<file path="config.mk">
export PLATFORM = sky130hd
export DESIGN_NAME = pong_score_ctrl_flat
export DESIGN_NICKNAME = d
export VERILOG_FILES = /design/src/rtl/pong_pkg.sv /design/src/rtl/pong_score_ctrl_if.sv /design/src/rtl/pong_frame_timer.sv /design/src/rtl/pong_score_ctrl.sv /design/src/flat_wrapper.sv
export SDC_FILE = /design/constraint.sdc
export NUM_CORES = 1
export LEC_CHECK = 0
export ABC_AREA = 1
export CAP_MARGIN = 0
export CORE_UTILIZATION = 58
export DETAILED_ROUTE_END_ITERATION = 7
export PLACE_DENSITY_LB_ADDON = 0.1
export SLEW_MARGIN = 20
export SYNTH_ARGS = -nofsm -noshare
export SYNTH_HDL_FRONTEND = slang
export SYNTH_SLANG_ARGS = --single-unit
</file>
<file path="constraint.sdc">
create_clock -name px_clk -period 6.1 [get_ports px_clk]
set_clock_uncertainty 0.1 [all_clocks]
set_input_delay 1.22 -clock px_clk [delete_from_list [all_inputs] [get_ports px_clk]]
set_output_delay 1.22 -clock px_clk [all_outputs]
set_load 0.02 [all_outputs]
</file>
<file path="src/rtl/pong_pkg.sv">
// Shared types and constants for the pong score controller.
// Holds the game-state encoding, the score byte field positions,
// the BCD digit width and a saturating digit-increment helper.
package pong_pkg;

    // One decimal digit per player.
    localparam int DIGIT_W = 4;

    // Field positions inside the packed score byte.
    localparam int SCORE_L_HI = 7;
    localparam int SCORE_L_LO = 4;
    localparam int SCORE_R_HI = 3;
    localparam int SCORE_R_LO = 0;

    // Game sequencing states.
    typedef enum logic [2:0] {
        ST_IDLE     = 3'd0,
        ST_SERVE    = 3'd1,
        ST_PLAY     = 3'd2,
        ST_POINT    = 3'd3,
        ST_GAMEOVER = 3'd4
    } pong_state_e;

    // Increment a digit, holding at the limit so it never passes it.
    function automatic logic [DIGIT_W-1:0] digit_sat_inc(
        input logic [DIGIT_W-1:0] d,
        input logic [DIGIT_W-1:0] lim
    );
        return (d >= lim) ? lim : d + 4'd1;
    endfunction

endpackage

</file>
<file path="src/rtl/pong_score_ctrl_if.sv">
// Signal bundle between the pixel stream / ball logic and the score
// controller. The controller attaches through the slave modport; the
// stream side (or a testbench) attaches through the master modport.
//
// Signalling: there is no back-pressure anywhere in this bundle. Every
// input is sampled on the rising px_clk edge; frame_end, goal_l and
// goal_r are single-cycle pulses, start may be a pulse or a level.
// All outputs are registered and change only on rising px_clk edges;
// serve_req is a single-cycle pulse, the rest are levels.
interface pong_score_ctrl_if;
    logic       frame_end;
    logic       start;
    logic       goal_l;
    logic       goal_r;
    logic [7:0] score;
    logic       ball_en;
    logic       serve_req;
    logic       game_over;
    logic       winner;
    logic       score_blank;

    modport master (
        output frame_end, start, goal_l, goal_r,
        input  score, ball_en, serve_req, game_over, winner, score_blank
    );

    modport slave (
        input  frame_end, start, goal_l, goal_r,
        output score, ball_en, serve_req, game_over, winner, score_blank
    );
endinterface

</file>
<file path="src/rtl/pong_frame_timer.sv">
// Counts frame_end pulses toward a target. A clear forces the count to
// zero and takes priority over a coincident pulse, so the pulse on a
// state-entry edge is not counted. done is asserted combinationally on
// the pulse that reaches the target, letting the owner change state on
// that same edge. The count saturates at 255 rather than wrapping.
// With SCORE_BLINK_EN defined, the next count value is exported so the
// blink logic can follow it.
module pong_frame_timer (
    input  logic       px_clk,
    input  logic       rst_n,
    input  logic       clr,
    input  logic       frame_end,
    input  logic [7:0] target,
    output logic       done
`ifdef SCORE_BLINK_EN
    ,
    output logic [7:0] count_nxt
`endif
);

    logic [7:0] cnt_q;
    logic [7:0] cnt_nxt;
    logic       cnt_inc;

    assign cnt_inc = frame_end && (cnt_q != 8'hFF);
    assign done    = frame_end && (({1'b0, cnt_q} + 9'd1) == {1'b0, target});

    // Next count: clear wins, otherwise step on a frame pulse.
    always_comb begin
        cnt_nxt = cnt_q;
        if (clr) begin
            cnt_nxt = 8'd0;
        end else if (cnt_inc) begin
            cnt_nxt = cnt_q + 8'd1;
        end
    end

    // Count register.
    always_ff @(posedge px_clk or negedge rst_n) begin
        if (!rst_n) begin
            cnt_q <= 8'd0;
        end else begin
            cnt_q <= cnt_nxt;
        end
    end

`ifdef SCORE_BLINK_EN
    assign count_nxt = cnt_nxt;
`endif

endmodule

</file>
<file path="src/rtl/pong_score_ctrl.sv">
// Game-level score controller for the pong pixel stream.
// Sequences IDLE -> SERVE -> PLAY -> POINT/GAMEOVER, owns both one-digit
// scores and drives the packed score byte the overlay samples at frame end.
// Optional feature macro: SCORE_BLINK_EN (score blinking in POINT and
// GAMEOVER); without it score_blank is held low.
import pong_pkg::*;

module pong_score_ctrl #(
    parameter int WIN_SCORE    = 9,
    parameter int HOLD_FRAMES  = 60,
    parameter int SERVE_FRAMES = 30
) (
    input  logic              px_clk,
    input  logic              rst_n,
    pong_score_ctrl_if.slave  bus,
    output pong_state_e       state_dbg
);

    // A digit must never exceed 9, whatever the parameter says.
    localparam logic [DIGIT_W-1:0] WIN_D =
        (WIN_SCORE > 9) ? 4'd9 : 4'(WIN_SCORE);
    localparam logic [7:0] SERVE_T = 8'(SERVE_FRAMES);
    localparam logic [7:0] HOLD_T  = 8'(HOLD_FRAMES);

    pong_state_e        state_q;
    pong_state_e        state_nxt;
    logic [DIGIT_W-1:0] left_nxt;
    logic [DIGIT_W-1:0] right_nxt;
    logic [7:0]         score_q;
    logic               ball_en_q;
    logic               serve_req_q;
    logic               game_over_q;
    logic               winner_q;
    logic               winner_nxt;
    logic               tmr_clr;
    logic               tmr_done;
    logic [7:0]         tmr_target;

    // The timer restarts on every state change; SERVE and POINT share it.
    assign tmr_clr    = (state_nxt != state_q);
    assign tmr_target = (state_q == ST_SERVE) ? SERVE_T : HOLD_T;

`ifdef SCORE_BLINK_EN
    logic [7:0] tmr_count_nxt;
`endif

    pong_frame_timer u_timer (
        .px_clk    (px_clk),
        .rst_n     (rst_n),
        .clr       (tmr_clr),
        .frame_end (bus.frame_end),
        .target    (tmr_target),
        .done      (tmr_done)
`ifdef SCORE_BLINK_EN
        ,
        .count_nxt (tmr_count_nxt)
`endif
    );

    // Next state, next scores and winner latch.
    always_comb begin
        state_nxt  = state_q;
        left_nxt   = score_q[SCORE_L_HI:SCORE_L_LO];
        right_nxt  = score_q[SCORE_R_HI:SCORE_R_LO];
        winner_nxt = winner_q;
        case (state_q)
            ST_IDLE: begin
                if (bus.start) begin
                    state_nxt = ST_SERVE;
                    left_nxt  = '0;
                    right_nxt = '0;
                end
            end
            ST_SERVE: begin
                if (tmr_done) begin
                    state_nxt = ST_PLAY;
                end
            end
            ST_PLAY: begin
                if (bus.goal_l && bus.goal_r) begin
                    // Both edges at once: no point awarded, replay the serve.
                    state_nxt = ST_SERVE;
                end else if (bus.goal_r) begin
                    left_nxt = digit_sat_inc(score_q[SCORE_L_HI:SCORE_L_LO], WIN_D);
                    if (left_nxt == WIN_D) begin
                        state_nxt  = ST_GAMEOVER;
                        winner_nxt = 1'b0;
                    end else begin
                        state_nxt = ST_POINT;
                    end
                end else if (bus.goal_l) begin
                    right_nxt = digit_sat_inc(score_q[SCORE_R_HI:SCORE_R_LO], WIN_D);
                    if (right_nxt == WIN_D) begin
                        state_nxt  = ST_GAMEOVER;
                        winner_nxt = 1'b1;
                    end else begin
                        state_nxt = ST_POINT;
                    end
                end
            end
            ST_POINT: begin
                if (tmr_done) begin
                    state_nxt = ST_SERVE;
                end
            end
            ST_GAMEOVER: begin
                if (bus.start) begin
                    state_nxt = ST_SERVE;
                    left_nxt  = '0;
                    right_nxt = '0;
                end
            end
            default: begin
                state_nxt = ST_IDLE;
            end
        endcase
    end

    // State, score and registered output decode.
    always_ff @(posedge px_clk or negedge rst_n) begin
        if (!rst_n) begin
            state_q     <= ST_IDLE;
            score_q     <= 8'h00;
            ball_en_q   <= 1'b0;
            serve_req_q <= 1'b0;
            game_over_q <= 1'b0;
            winner_q    <= 1'b0;
        end else begin
            state_q     <= state_nxt;
            score_q     <= {left_nxt, right_nxt};
            ball_en_q   <= (state_nxt == ST_PLAY);
            serve_req_q <= (state_nxt == ST_SERVE) && (state_q != ST_SERVE);
            game_over_q <= (state_nxt == ST_GAMEOVER);
            winner_q    <= winner_nxt;
        end
    end

`ifdef SCORE_BLINK_EN
    logic [7:0] free_q;
    logic [7:0] free_nxt;
    logic       blank_q;
    logic       blank_nxt;

    assign free_nxt = free_q + {7'd0, bus.frame_end};

    // Blink phase: every 8 held frames in POINT, every 16 frames in GAMEOVER.
    always_comb begin
        blank_nxt = 1'b0;
        if (state_nxt == ST_POINT) begin
            blank_nxt = tmr_count_nxt[3];
        end else if (state_nxt == ST_GAMEOVER) begin
            blank_nxt = free_nxt[4];
        end
    end

    // Free-running frame counter and blank register.
    always_ff @(posedge px_clk or negedge rst_n) begin
        if (!rst_n) begin
            free_q  <= 8'd0;
            blank_q <= 1'b0;
        end else begin
            free_q  <= free_nxt;
            blank_q <= blank_nxt;
        end
    end

    assign bus.score_blank = blank_q;
`else
    assign bus.score_blank = 1'b0;
`endif

    assign bus.score     = score_q;
    assign bus.ball_en   = ball_en_q;
    assign bus.serve_req = serve_req_q;
    assign bus.game_over = game_over_q;
    assign bus.winner    = winner_q;
    assign state_dbg     = state_q;

endmodule

</file>
<file path="src/flat_wrapper.sv">
// flat-port wrapper written by rule: the top's interface ports become plain ports
module pong_score_ctrl_flat 
#(
    parameter int WIN_SCORE    = 9,
    parameter int HOLD_FRAMES  = 60,
    parameter int SERVE_FRAMES = 30
)
  (px_clk, rst_n, state_dbg, bus_frame_end, bus_start, bus_goal_l, bus_goal_r, bus_score, bus_ball_en, bus_serve_req, bus_game_over, bus_winner, bus_score_blank);
  pong_score_ctrl_if bus_i ();
  input  logic px_clk;
  input  logic rst_n;
  output pong_state_e state_dbg;
  input wire logic [$bits(bus_i.frame_end)-1:0] bus_frame_end;
  input wire logic [$bits(bus_i.start)-1:0] bus_start;
  input wire logic [$bits(bus_i.goal_l)-1:0] bus_goal_l;
  input wire logic [$bits(bus_i.goal_r)-1:0] bus_goal_r;
  output wire logic [$bits(bus_i.score)-1:0] bus_score;
  output wire logic [$bits(bus_i.ball_en)-1:0] bus_ball_en;
  output wire logic [$bits(bus_i.serve_req)-1:0] bus_serve_req;
  output wire logic [$bits(bus_i.game_over)-1:0] bus_game_over;
  output wire logic [$bits(bus_i.winner)-1:0] bus_winner;
  output wire logic [$bits(bus_i.score_blank)-1:0] bus_score_blank;
  assign bus_i.frame_end = bus_frame_end;
  assign bus_i.start = bus_start;
  assign bus_i.goal_l = bus_goal_l;
  assign bus_i.goal_r = bus_goal_r;
  assign bus_score = bus_i.score;
  assign bus_ball_en = bus_i.ball_en;
  assign bus_serve_req = bus_i.serve_req;
  assign bus_game_over = bus_i.game_over;
  assign bus_winner = bus_i.winner;
  assign bus_score_blank = bus_i.score_blank;
  pong_score_ctrl #(.WIN_SCORE(WIN_SCORE), .HOLD_FRAMES(HOLD_FRAMES), .SERVE_FRAMES(SERVE_FRAMES)) u_core (.px_clk(px_clk), .rst_n(rst_n), .bus(bus_i), .state_dbg(state_dbg));
endmodule
</file>
==> After elaboration in Yosys (flattened, before gate mapping) <==
Cells that the tools add are included.
{ "classes": {"n_addsub": 4, "mul": 0, "n_div": 0, "magnitude_cmp": 2, "n_eq_ne": 19, "shifts": 0, "n_mux": 26, "n_bitwise": 1, "reduce_logical": 13} }
{ "op_table": {"columns": ["op", "n"], "rows": [
  ["two-way mux 4 bit", 8],
  ["two-way mux 3 bit", 8],
  ["two-way mux 8 bit", 2],
  ["case mux 4 bit (2 select lines)", 2],
  ["case mux 3 bit (4 select lines)", 1],
  ["AND reduction 5 bit", 2],
  ["adder 8 x 1 -> 9 bit, second input constant", 1],
  ["== test 3 x 2 -> 1 bit, second input constant", 3],
  ["== test 9 x 8 -> 1 bit", 1],
  ["adder 4 x 1 -> 4 bit, second input constant", 2],
  ["adder 8 x 1 -> 8 bit, second input constant", 1],
  ["== test 4 bit, second input constant", 2],
  ["greater-or-equal comparator 4 bit, second input constant", 2],
  ["inequality test 2 bit, second input constant", 4],
  ["inequality test 8 bit, second input constant", 1],
  ["nonzero test 2 bit", 4],
  ["== test 3 x 1 -> 1 bit, second input constant", 2],
  ["== test 3 bit, second input constant", 2],
  ["two-way mux 6 bit", 1],
  ["logical AND 1 bit", 4],
  ["two-way mux 1 bit", 4],
  ["inequality test 2 x 1 -> 1 bit, second input constant", 2],
  ["AND reduction 4 bit", 1],
  ["logical NOT 3 bit", 1],
  ["other kinds (4)", 4]
]} }
{ "word_totals": {"regBits": 23, "latch_bits": 0, "ramBits": 0, "rom_bits": 0, "output_inout_bits": 16, "memories": 0} }

==> Longest topological paths before layout <==
Gate-level depths: netlist of the first run.
{ "depth": {"ltp_word": 10, "depth_mapped": 15} }

==> By module <==
A second synthesis of the first run with hierarchy kept.
{ "unflattened": {"hier_cells": 232, "hier_area_um2": 1601.5} }
{ "by_module_without_submodules": {"columns": ["module", "instances", "cells_each", "area_per_inst_um2", "seq_area_each_um2"], "rows": [
  ["pong_score_ctrl", 1, 121, 925.9, 375.4],
  ["pong_frame_timer", 1, 111, 675.6, 200.2]
]} }

==> Worst setup path after synthesis of the first run <==
OpenSTA, ideal clock, no wires.
{ "synth_path": {"path_kind": "input-to-reg", "startpoint": "input port bus_frame_end", "endpoint": "register u_core.u_timer.cnt_q[1]", "setup_time_ns": 0.122, "arrival_ns": 2.167, "required_time_ns": 5.878, "path_slack_ns": 3.710, "stages": 11, "path_cell_list": "inv_1 a21oi_2 nand3_2 nor2_4 nand3_2 nand2_2 nand3_2 nand2_2 nand2_2 nand2_4 nor2_2"} }
{ "synth_between": {"elab_chain_len": 5, "elab_cells_between_ends": 8, "cone_classes": "eq/ne: 1; mux: 4; reduce/logical: 3"} }
{ "synth_lines": {"columns": ["element", "line_no", "rtl"], "rows": [
  ["from (decl)", "flat_wrapper.sv:13", "input wire logic [$bits(bus_i.frame_end)-1:0] bus_frame_end;"],
  ["logical AND 1 bit (*)", "pong_frame_timer.sv:26", "assign done = frame_end && (({1'b0, cnt_q} + 9'd1) == {1'b0, target});"],
  ["two-way mux 3 bit (on tied branches)", "pong_score_ctrl.sv:102, pong_score_ctrl.sv:75", null],
  ["case mux 3 bit (4 select lines) (*)", "pong_score_ctrl.sv:66", "case (state_q)"],
  ["net u_core.state_nxt[1]", "pong_score_ctrl.sv:26", "pong_state_e state_nxt;"],
  ["inequality test 3 bit (*)", "pong_score_ctrl.sv:40", "assign tmr_clr = (state_nxt != state_q);"],
  ["two-way mux 8 bit / nonzero test 2 bit (equally long branches)", null, null],
  ["to (signal assigned)", "pong_frame_timer.sv:43", "cnt_q <= cnt_nxt;"],
  ["to (decl)", "pong_frame_timer.sv:21", "logic [7:0] cnt_q;"]
]} }
The timed path passes the listed nets; every way through them passes the cells marked *.
A chain may end at the register's enable or synchronous reset.

==> Worst setup path after layout of the first run <==
{ "layout_path": {"startpoint": "input port bus_frame_end", "endpoint": "register u_core.u_timer.cnt_q[3]"} }
Same word-level chain as after synthesis.

==> results of run 1 <==
-- area by class of cell --
| cell class | count | area (um2) | share of cell area [%] |
|---|---|---|---|
| multi-input cells | 152 | 870 | 47.9 |
| inverters | 30 | 113 | 6.20 |
| repair buffers | 20 | 195 | 10.7 |
| flip-flops and latches | 23 | 576 | 31.7 |
| clock buffers | 4 | 26.3 | 1.45 |
| well taps | 30 | 37.5 | 2.07 |
-- Yosys cell counts --
master / n / area (um2)
a21oi_2: 1 / 8.76
nand3_1: 16 / 80.1
o21ai_1: 1 / 5.00
buf_4: 1 / 7.51
ha_1: 7 / 87.6
nand4_1: 8 / 50.1
a211oi_2: 1 / 12.5
conb_1: 1 / 3.75
clkbuf_1: 1 / 3.75
inv_2: 1 / 3.75
nand2_2: 10 / 62.6
xor2_1: 1 / 8.76
xnor2_1: 1 / 8.76
clkinv_1: 1 / 3.75
nor2_2: 9 / 56.3
o22ai_1: 2 / 12.5
clkbuf_2: 1 / 5.00
nand4_2: 1 / 12.5
nand2_4: 1 / 11.3
nand3_4: 1 / 17.5
a21oi_1: 6 / 30.0
a31oi_1: 1 / 6.26
o21ai_0: 18 / 90.1
nor2_4: 2 / 22.5
nor2_1: 13 / 48.8
nand3b_1: 1 / 7.51
nand3_2: 5 / 50.1
inv_1: 28 / 105
nand2_1: 44 / 165
o21bai_2: 1 / 11.3
dfrtp_1: 23 / 576
-- worst max path at each step --
stage,start,to,slack (ns),cells past startpoint
finish,bus_frame_end,u_core.u_timer.cnt_q[3],3.07,12
global placement,bus_frame_end,u_core.u_timer.cnt_q[3],2.84,12
global route,bus_frame_end,u_core.u_timer.cnt_q[2],2.90,12
detailed placement,bus_frame_end,u_core.u_timer.cnt_q[3],2.74,12
floorplan,bus_frame_end,u_core.u_timer.cnt_q[1],3.71,11
CTS,bus_frame_end,u_core.u_timer.cnt_q[3],3.08,12
-- flip-flops by register name (all words and copies together), names as in the netlist --
name / flops
u_core.bus.game_over: 1
u_core.state_dbg: 3
u_core.u_timer.cnt_q: 8
u_core.bus.score: 8
u_core.bus.ball_en: 1
u_core.bus.winner: 1
u_core.bus.serve_req: 1
-- power breakdown --
part	switching [mW]	total, mW	internal (mW)
clock	0.0483	0.0740	0.0257
sequential	0.0606	0.262	0.202
combinational	0.256	0.418	0.161
total	0.365	0.754	0.389
-- per-layer routing --
metal	vias to the layer above	global-route usage [%]	part of all wire, %
met5	-	0	0
met2	33	42.4	46
met3	5	4.24	3.6
met4	0	8.97	1.5
li1	720	-	-
met1	661	32.9	49
-- per-stage QoR --
step           util [%]  std cells  setup WS (ns)  hold slack (ns)  total power [mW]
2_1_floorplan         -        208           3.71            0.490             0.557
3_3_place_gp       71.2        255           2.84            0.381             0.662
3_5_place_dp       71.2        255           2.74            0.380             0.679
4_1_cts            72.2        259           3.08            0.419             0.754
5_1_grt            72.0        259           2.90            0.454             0.819
6_report           72.0        259           3.07            0.416             0.754
-- cell families after synthesis --
family	synth area share, %
buffers and inverters	8.19
XOR/XNOR	1.11
AO/OA/AOI/OAI	11.2
flip-flops	36.6
adder cells (fa/ha/maj)	5.56
AND/OR/NAND/NOR	37.1
other	0.238
-- worst max-delay path, delay by kind of cell --
family	cells	cell delay (ns)
AO/OA/AOI/OAI	1	0.40
buffers and inverters	2	0.56
AND/OR/NAND/NOR	9	0.98
==> results.yml, run 1 <==
cts:
  holdBufCountCts: 0
  cts_buffers: 3
  post_cts_buffers: 0
  h-tree-depth: 1
  clk_pin_slew_ns: 0.12
  clock_path_buffers: 2
  cts_tree: "yes"
  cts_root_buffer: "clkbuf_4"
  cts_sinks: 23
  cts_resized: 0
  clkLatencyLatePin_ns: 0.32
timing:
  tns_ns: 0
  grt_setup_unrepaired: "false"
  drv_slew: 0
  final_hold_viol_count: 0
  finalSetupViolCount: 0
  fmax_mhz: 330
  worst_pin_slew_ns: 0.519
  finalCritPeriodShare_pct: 49.7
  fin_crit_ns: 3.03
  slew_headroom_pct: 65.4
logic_synthesis:
  yosys_register_bits: 23
  yosys_warnings: 0
  ys_types: 31
  syn-cell-area_mm2: 0.00157
  postSynthCellCount: 208
  synth_nets: 221
  syn_avg_cell_area_um2: 7.57
  ys_seq_area_share_pct: 36.6
die:
  ios: 22
  die_w_um: 54.1
  core-area_mm2: 0.00252
  die_h_um: 54.1
  start_util_pct: 62.4
  dieArea_mm2: 0.00293
  num_rows: 18
detailed_routing:
  vias_per_cell: 5.48
  drt-total-wl_mm: 3.24
  drt-initial-drc-count: 33
  ant_nets: 0
  num_vias: 1419
  wl_per_cell_um: 12.5
  drc: 0
  dr.pass1.iters: 4
global_routing:
  antenna_found_initial: 0
  grt_max_degree: 24
  grt_pass1_vias: 1270
  track_usage_pct: 25.4
  grt_overflow: 0
  grt_pass1_wl_mm: 5.24
critical_path:
  worst-endpoint-arrival_ns: 3.15
  crit_chain: "clkdlybuf4s50_1, inv_1, a21oi_2, nand3_2, nor2_4, nand3_2, nand2_2, nand3_2, nand2_2, nand2_2, nand2_4, nor2_2"
  critical_path.slowest_cell: "clkdlybuf4s50_1"
  cp_max_fo: 13
  crit_path_start_kind: "input port"
  reg2regPathDepth: 13
  rrSetupSlack_ns: 3.60
  path_class: "in -> reg"
  endpoint_kind: "register"
  crit_path_max_incr_delay_ns: 0.50
  reg2reg_from: "u_core.u_timer.cnt_q[0]"
  r2r_end: "u_core.u_timer.cnt_q[3]"
  cp.required_ns: 6.22
placement:
  place_congestion: 0.860
  hpwl_mm: 2.47
  place_area_mm2: 0.00180
  io_buffers: 20
job:
  cap_violations: 0
final_layout:
  final_nets: 243
  syn2layout_area_growth_pct: 15.4
  nFillCells: 212
  final_cell_mix: "nand2_1 (44), inv_1 (28), dfrtp_1 (23)"
  n_antenna_cell: 0
  final_common_cell: "nand2_1"
  drive_above_1_share_pct: 16.2
  fin_area_mm2: 0.00182
pwr:
  vdd_drop_max_uv: 292
  p_per_area_mw_per_mm2: 415
  p_leak_nw: 0.864
min_path:
  hold-path-cell-count: 2
  hp-start: "u_core.bus.winner"
  worst_hold_path_type: "reg -> reg"
  whs_endpoint: "u_core.bus.winner"
status:
  status: "complete, no violations"
Power figures use the tool's default switching activity.
==> inputs of run 2 (changes only) <==
--- a/config.mk
+++ b/config.mk
@@ -7,7 +7,7 @@
 export LEC_CHECK = 0
 export ABC_AREA = 1
 export CAP_MARGIN = 0
-export CORE_UTILIZATION = 58
+export CORE_UTILIZATION = 54
 export DETAILED_ROUTE_END_ITERATION = 7
 export PLACE_DENSITY_LB_ADDON = 0.1
 export SLEW_MARGIN = 20
==> constraint.sdc (replaced) <==
create_clock -name px_clk -period 2.9 [get_ports px_clk]
set_clock_uncertainty 0.1 [all_clocks]
set_input_delay 0.58 -clock px_clk [delete_from_list [all_inputs] [get_ports px_clk]]
set_output_delay 0.58 -clock px_clk [all_outputs]
set_load 0.02 [all_outputs]
==> results.yml, run 2 (same netlist as run 1, synthesis figures left out) <==
pwr:
  vdd_drop_max_uv: 627
  p_leak_nw: 0.874
  p_per_area_mw_per_mm2: 869
global_routing:
  grtUsageMet1_pct: 33.4
  grt_overflow: 0
  antenna_found_initial: 0
  grt_pass1_wl_mm: 6.17
  top_usage_layer: "met2"
  met3_usage_pct: 4.42
  grt_max_degree: 24
  grt_pass1_vias: 1401
  track_usage_pct: 24.8
  use_met2_pct: 41.8
die:
  core-area_mm2: 0.00276
  num_rows: 19
  start_util_pct: 57.1
  ios: 22
  die_h_um: 56.0
  dieArea_mm2: 0.00313
  die_w_um: 56.0
timing:
  finalSetupViolCount: 0
  grt_setup_unrepaired: "false"
  whs_ns: 0.405
  tns_ns: 0
  drv_slew: 0
  finalCritPeriodShare_pct: 77.4
  final_hold_viol_count: 0
  fin_crit_ns: 2.24
  fmax_mhz: 446
  worst_pin_slew_ns: 0.516
  slew_headroom_pct: 65.6
critical_path:
  endpoint_kind: "register"
  cp_max_fo: 8
  crit_path_start_kind: "register"
  worst-endpoint-arrival_ns: 2.39
  path_class: "reg -> reg"
  rrSetupSlack_ns: 0.66
  cp.required_ns: 3.05
cts:
  cts_root_buffer: "clkbuf_4"
  cts_sinks: 23
  holdBufCountCts: 0
  clock_path_buffers: 2
  post_cts_buffers: 0
  clk_pin_slew_ns: 0.14
  cts_buffers: 3
  h-tree-depth: 1
  cts_tree: "yes"
  clkLatencyLatePin_ns: 0.32
  cts_resized: 0
detailed_routing:
  drc: 0
  vias_per_cell: 5.56
  wl_per_cell_um: 13.1
  drt-initial-drc-count: 68
  ant_nets: 0
  num_vias: 1457
  drt-total-wl_mm: 3.44
  dr.pass1.iters: 4
final_layout:
  nFillCells: 229
  syn2layout_area_growth_pct: 16.8
  final_common_cell: "nand2_1"
  final_nets: 245
  n_antenna_cell: 0
  drive_above_1_share_pct: 16.5
  final_cell_mix: "nand2_1 (44), inv_1 (28), dfrtp_1 (23)"
placement:
  place_congestion: 0.819
  hpwl_mm: 2.67
  io_buffers: 20
status:
  status: "complete, no violations"
min_path:
  worst_hold_path_type: "reg -> reg"
job:
  cap_violations: 0
==> run 2: cell types whose count changed in the layout (fill, tap and decap cells not counted) <==
cell	previous run	this run
clkdlybuf4s50_1	19	20
buf_2	1	0
buf_4	0	2
==> run 2: worst paths after layout <==
path	cells after the start	end	from
max	14	u_core.u_timer.cnt_q[7]	u_core.bus.score[4]
min	2	u_core.bus.winner	u_core.bus.winner
max reg2reg	14	u_core.u_timer.cnt_q[7]	u_core.bus.score[4]
min reg2reg	2	u_core.bus.winner	u_core.bus.winner
max in group asynchronous	2	u_core.u_timer.cnt_q[2]	rst_n
min in group asynchronous	2	u_core.bus.score[0]	rst_n
==> run 2: routing by layer <==
metal  vias to the layer above  share of wire [%]
met3                         5                4.2
met1                       686                 46
met4                         0               0.78
met5                         -                  0
li1                        723                  -
met2                        43                 49
==> run 2: critical path, cell delays in order, from the launching register on <==
cell     delay (ns)
dfrtp_1        0.48
inv_1          0.11
ha_1           0.16
nand2_1        0.06
o21ai_1        0.29
o21ai_0        0.15
nand3_1        0.09
nand2_1        0.09
nand3_1        0.10
nand2_1        0.10
nand3_4        0.10
nand2_2        0.05
nand2_2        0.07
nand2_4        0.10
nor2_2         0.10
==> run 2: power breakdown <==
part           internal [mW]  leakage [nW]  switching (mW)  total [mW]
combinational          0.343         0.560           0.546       0.888
sequential             0.424         0.299           0.131       0.555
clock                 0.0538        0.0150           0.100       0.154
==> run 2: per-stage QoR <==
| step | instance area, um2 | utilization, % | setup slack, ns | cells | power (mW) |
|---|---|---|---|---|---|
| floorplan | 1570 | - | 0.920 | 208 | 1.17 |
| global placement | 1810 | 65.7 | 0.572 | 258 | 1.40 |
| detailed placement | 1810 | 65.7 | 0.517 | 258 | 1.44 |
| global route | 1840 | 66.7 | 0.419 | 262 | 1.74 |
| CTS | 1840 | 66.7 | 0.667 | 262 | 1.60 |
| finish | 1840 | 66.7 | 0.656 | 262 | 1.60 |
==> run 2: final cells by class <==
type	instances	area (um2)	area share [%]
multi-input cells	152	870	47.3
flip-flops and latches	23	576	31.3
repair buffers	22	215	11.7
inverters	30	113	6.13
well taps	31	38.8	2.11
clock buffers	4	26.3	1.43
